File: src/rtl/bank_htu_req_queue.sv
// bank_htu_req_queue: per-bank FIFO from cross bar to HTU with same-line in-flight hazard blocking
module bank_htu_req_queue #(
   parameter int DEPTH = 4,
   parameter int PTR_W = 2
) (
   input  logic             clk_i,
   input  logic             rst_i,
   input  logic             xbar_req_valid_i,
   output logic             xbar_req_allowIn_o,
   input  logic [1:0]       xbar_req_ch_id_i,
   input  logic [1:0]       xbar_req_opcode_i,
   input  logic [27:0]      xbar_req_addr_i,
   input  logic [7:0]       xbar_req_wbuffer_id_i,
   output logic             htu_req_valid_o,
   input  logic             htu_req_ready_i,
   output logic [1:0]       htu_req_ch_id_o,
   output logic [1:0]       htu_req_opcode_o,
   output logic [27:0]      htu_req_addr_o,
   output logic [7:0]       htu_req_wbuffer_id_o,
   input  logic             htu_resp_valid_i,
   output logic [PTR_W:0]   queue_count_o
);
   localparam logic [PTR_W:0] CNT_FULL = (PTR_W+1)'(DEPTH);
   logic [39:0]      mem_q [DEPTH];
   logic [PTR_W-1:0] wr_ptr_q, wr_ptr_d, rd_ptr_q, rd_ptr_d;
   logic [PTR_W:0]   count_q, count_d;
   logic             inflight_valid_q, inflight_valid_d;
   logic [27:0]      inflight_addr_q, inflight_addr_d;
   logic [39:0]      head;
   logic             enq, iss, hazard, empty;

   assign {htu_req_ch_id_o, htu_req_opcode_o, htu_req_addr_o, htu_req_wbuffer_id_o} = head;
   assign queue_count_o = count_q;

   // handshakes, hazard check and next state for pointers, occupancy and in-flight tracker
   always_comb begin
      head = mem_q[rd_ptr_q];
      empty = count_q == '0;
      hazard = inflight_valid_q & (head[35:8] == inflight_addr_q);
      xbar_req_allowIn_o = count_q != CNT_FULL;
      htu_req_valid_o = ~empty & ~hazard;
      enq = xbar_req_valid_i & xbar_req_allowIn_o;
      iss = htu_req_valid_o & htu_req_ready_i;
      wr_ptr_d = wr_ptr_q + PTR_W'(enq);
      rd_ptr_d = rd_ptr_q + PTR_W'(iss);
      count_d = count_q + (PTR_W+1)'(enq) - (PTR_W+1)'(iss);
      inflight_valid_d = iss ? 1'b1 : htu_resp_valid_i ? 1'b0 : inflight_valid_q;
      inflight_addr_d = iss ? head[35:8] : inflight_addr_q;
   end

   // entry storage; contents survive reset, only pointers are cleared
   always_ff @(posedge clk_i) begin
      if (enq) mem_q[wr_ptr_q] <= {xbar_req_ch_id_i, xbar_req_opcode_i, xbar_req_addr_i, xbar_req_wbuffer_id_i};
   end

   // control state with asynchronous flush
   always_ff @(posedge clk_i or negedge rst_i) begin
      if (!rst_i) begin
         wr_ptr_q <= '0;
         rd_ptr_q <= '0;
         count_q <= '0;
         inflight_valid_q <= 1'b0;
         inflight_addr_q <= '0;
      end else begin
         wr_ptr_q <= wr_ptr_d;
         rd_ptr_q <= rd_ptr_d;
         count_q <= count_d;
         inflight_valid_q <= inflight_valid_d;
         inflight_addr_q <= inflight_addr_d;
      end
   end
endmodule

File: config.mk
export PLATFORM = sky130hd
export DESIGN_NAME = bank_htu_req_queue
export DESIGN_NICKNAME = d
export VERILOG_FILES = /design/src/rtl/bank_htu_req_queue.sv
export SDC_FILE = /design/constraint.sdc
export NUM_CORES = 1
export LEC_CHECK = 0
export CAP_MARGIN = 20
export CELL_PAD_IN_SITES_DETAIL_PLACEMENT = 0
export CELL_PAD_IN_SITES_GLOBAL_PLACEMENT = 1
export CORE_UTILIZATION = 54
export CTS_BUF_LIST = sky130_fd_sc_hd__clkbuf_8
export DETAILED_ROUTE_END_ITERATION = 16
export MAX_ROUTING_LAYER = met4
export PLACE_DENSITY = 0.88
export SLEW_MARGIN = 40
export SYNTH_ARGS = -nofsm -noshare
export SYNTH_HDL_FRONTEND = slang
export SYNTH_SLANG_ARGS = --single-unit
export TNS_END_PERCENT = 5
File: constraint.sdc
create_clock -name clk_i -period 10.4 [get_ports clk_i]
set_input_delay 1.04 -clock clk_i [delete_from_list [all_inputs] [get_ports clk_i]]
set_output_delay 1.04 -clock clk_i [all_outputs]
set_load 0.03 [all_outputs]
==> flow_summary.toml <==
[route]
final_routed_drc_violation_total = 0
drt_pass1_iterations = 4
vias = 4013
routed_via_density = 5.758
wl_mm = 14.65
drtIter0Drc = 217
antenna_violating_nets_left = 0
detail_route.wl_per_cell_um = 21.02

[yosys]
commonest_cells_in_the_netlist = "edfxtp_1 (160), dfrtp_1 (36), mux2i_1 (29), mux4_2 (28), mux2_2 (23)"
synth-async-reset-ratio_pct = 18.37
synth.area.top_cells = "edfxtp_1 (61%), dfrtp_1 (11%), mux4_2 (8.0%)"
yosysUniqueCellTypes = 42
ys_seq_elements = 196
synth_top_flop_cell = "edfxtp_1"
synthesis.instances = 406
yosysTopAreaCellShare_pct = 61.20
syn-cell-area_mm2 = 0.007851
seq_area_frac_synth_pct = 72.67
synth_warnings = 0
synth_most_common_cell = "edfxtp_1"
synth.largest_area_cell = "edfxtp_1"
synth.net_count = 456
postSynthAreaPerCell_um2 = 19.34
number_of_enable_type_register_cells_in_the_synthesized_netlist = 160

[grt]
grt_pass1_vias = 4230
grt_max_degree = 46
grt_overflow_total = 0
grt_first_pass_wirelength_mm = 22.88
global_route.usage.total_pct = 22.03
antenna_found_initial = 0

[setup_path]
cp_cell_sequence = "buf_12, mux2i_1, o22ai_1, a2111oi_0, o22ai_1, or4_1, nor2_1, nor2_1, clkdlybuf4s50_1"
cpPeakStageDelay_ns = 0.78
reg2reg_slack_ns = 5.85
cpMaxStageDelayCell = "dfrtp_4"
worstPathBufferInverterCount = 2
start_kind = "register"
worst_ep_arrival_time_ns = 4.11
worst_ep_required_time_ns = 9.36
timing.critical_path.fanout_max = 30
worst_setup_path_end_kind = "output pin"
critical_path.top_delay_family = "buffers and inverters"
timing_worst_setup_path_type = "register to output pin"

[place]
io_buffer_count = 89
gp_routability_congestion = 0.7984
place_worst_setup_slack_ns = 5.744
place.detailed.hpwl_mm = 8.992

[pwr]
power.ir.vdd_worst_mv = 0.1671
power_per_cell_area_mw_per_mm2 = 311.1
p_total_w = 0.002894
static-leakage-power_nw = 3.247

[final_layout]
multi_input_comb_area_mm2 = 0.002029
area.growth.synth_to_final_pct = 18.49
design.final.nets = 554
regArea_mm2 = 0.005710
final_layout_size_suffix_gt1_share_pct = 19.34
fillerInstances = 947
antenna-diode-count = 0

[die]
design.portCount = 90
effective_utilization_at_floorplan_pct = 55.91
core_area_mm2 = 0.01404
dieArea_mm2 = 0.01503
floorplan.die.width_um = 122.6
core.rowCount = 43
die_height_um = 122.6

[job]
max_cap_violations = 0

[timing]
grt_setup_unrepaired = "no"
finalHoldViolCount = 0
max_clock_freq_mhz = 194.2
totalNegativeSetupSlack_ns = 0
maximum_clock_skew_at_final_layout_ns = 0.02329
setup_violations = 0
timing.max_slew.rel_slack_pct = 54.45
drv_slew = 0
post-route-min-period_ns = 5.150
post-route-worst-setup-slack_ns = 5.250
timing_worst_slew_pin_value_ns = 0.6825
period_share_pct = 49.52

[clock_network]
cts.repair.resized = 0
cts.clk_slew.worst_paths_ns = 0.09
tritoncts = "built"
clk_latency_ns = 0.46
clock_tree.buffer_depth = 2
cts_htree_levels = 4
cts.repair_timing.setup_buffer_count = 0
cts-root-buf = "clkbuf_8"
cts_sink_count = 196
holdBufCountCts = 0
tritoncts.num_buffers = 17

[hold_path]
worstHoldPathType = "input port to asynchronous set/reset pin"

[status]
outcome = "completed"
## layout make-up
class | instances | area share, %
well taps | 180 | 2.421
clock buffers | 19 | 2.811
clock inverters | 13 | 1.076
inverters | 10 | 0.4035
flip-flops and latches | 196 | 61.39
multi-input cells | 185 | 21.82
repair buffers | 94 | 10.09
## cell usage in the layout, fill, tap and decap left out, types with 2 or more instances in the layout
cell type,n
nand3_1,5
dfrtp_1,34
inv_1,15
a2111oi_0,2
ha_1,4
nor3b_2,2
mux4_2,28
mux2_4,9
buf_4,5
clkinv_4,4
o22ai_1,7
nand2_1,5
o2bb2ai_1,4
edfxtp_1,160
nor4_1,3
nor3_1,2
or4_1,2
mux2i_1,29
nand4_1,2
mux2_2,23
clkbuf_8,19
xor2_1,8
a21oi_1,4
nor2_1,13
xnor2_1,18
clkdlybuf4s50_1,88
## cell families (layout without fill, tap and decap cells)
group                      after synthesis  count (layout)  synth area share, %
xor gates and xnor gates                26              26                2.900
adders and majority gates                5               5               0.8925
muxes                                   90              90                16.92
buffers and inverters                   25             136                1.817
DFF                                    196             196                72.67
AOI/OAI and AO/OA                       26              26                2.375
and+or+nand+nor                         38              38                2.422
## sequential cells by signal, summed over array words and instances, names as in the netlist
name              count
inflight_addr_q      28
rd_ptr_q              2
queue_count_o         3
wr_ptr_q              2
inflight_valid_q      1
mem_q               160
## where the power goes
part           switching, W  internal (W)
Combinational      0.000689      0.000571
Sequential         0.000125       0.00106
Clock              0.000246      0.000198
Total               0.00106       0.00183
## worst paths after layout
check,cells past startpoint,endpoint,from
hold reg to reg,1,inflight_addr_q[2]$_DFFE_PN0P_,inflight_addr_q[2]$_DFFE_PN0P_
setup reg to reg,13,queue_count_o[2]$_DFF_PN0_,rd_ptr_q[0]$_DFF_PN0_
setup / recovery,9,htu_req_valid_o,rd_ptr_q[0]$_DFF_PN0_
max in group asynchronous,1,rd_ptr_q[0]$_DFF_PN0_,rst_i
hold / removal,1,queue_count_o[0]$_DFF_PN0_,rst_i
min in group clk_i,1,inflight_addr_q[2]$_DFFE_PN0P_,inflight_addr_q[2]$_DFFE_PN0P_
## through the flow
stage                     cells  utilization [%]  hold WS (ns)  cell area (um2)
after floorplan             406                -        0.4897             7851
after global placement      664            63.44        0.5114             8909
after detailed placement    665            63.67        0.5170             8941
after CTS                   697            66.25        0.5406             9303
after global routing        697            66.25        0.5441             9303
final                       697            66.25        0.5314             9303
## metal layers
layer / GRT usage (%) / share of wire [%] / up-vias
li1: - / - / 1803
met1: 28.15 / 43 / 2079
met2: 34.59 / 50 / 124
met3: 6.041 / 6.6 / 7
met4: 6.860 / 0.66 / 0
met5: - / 0 / -
Power figures use the tool's default switching activity.
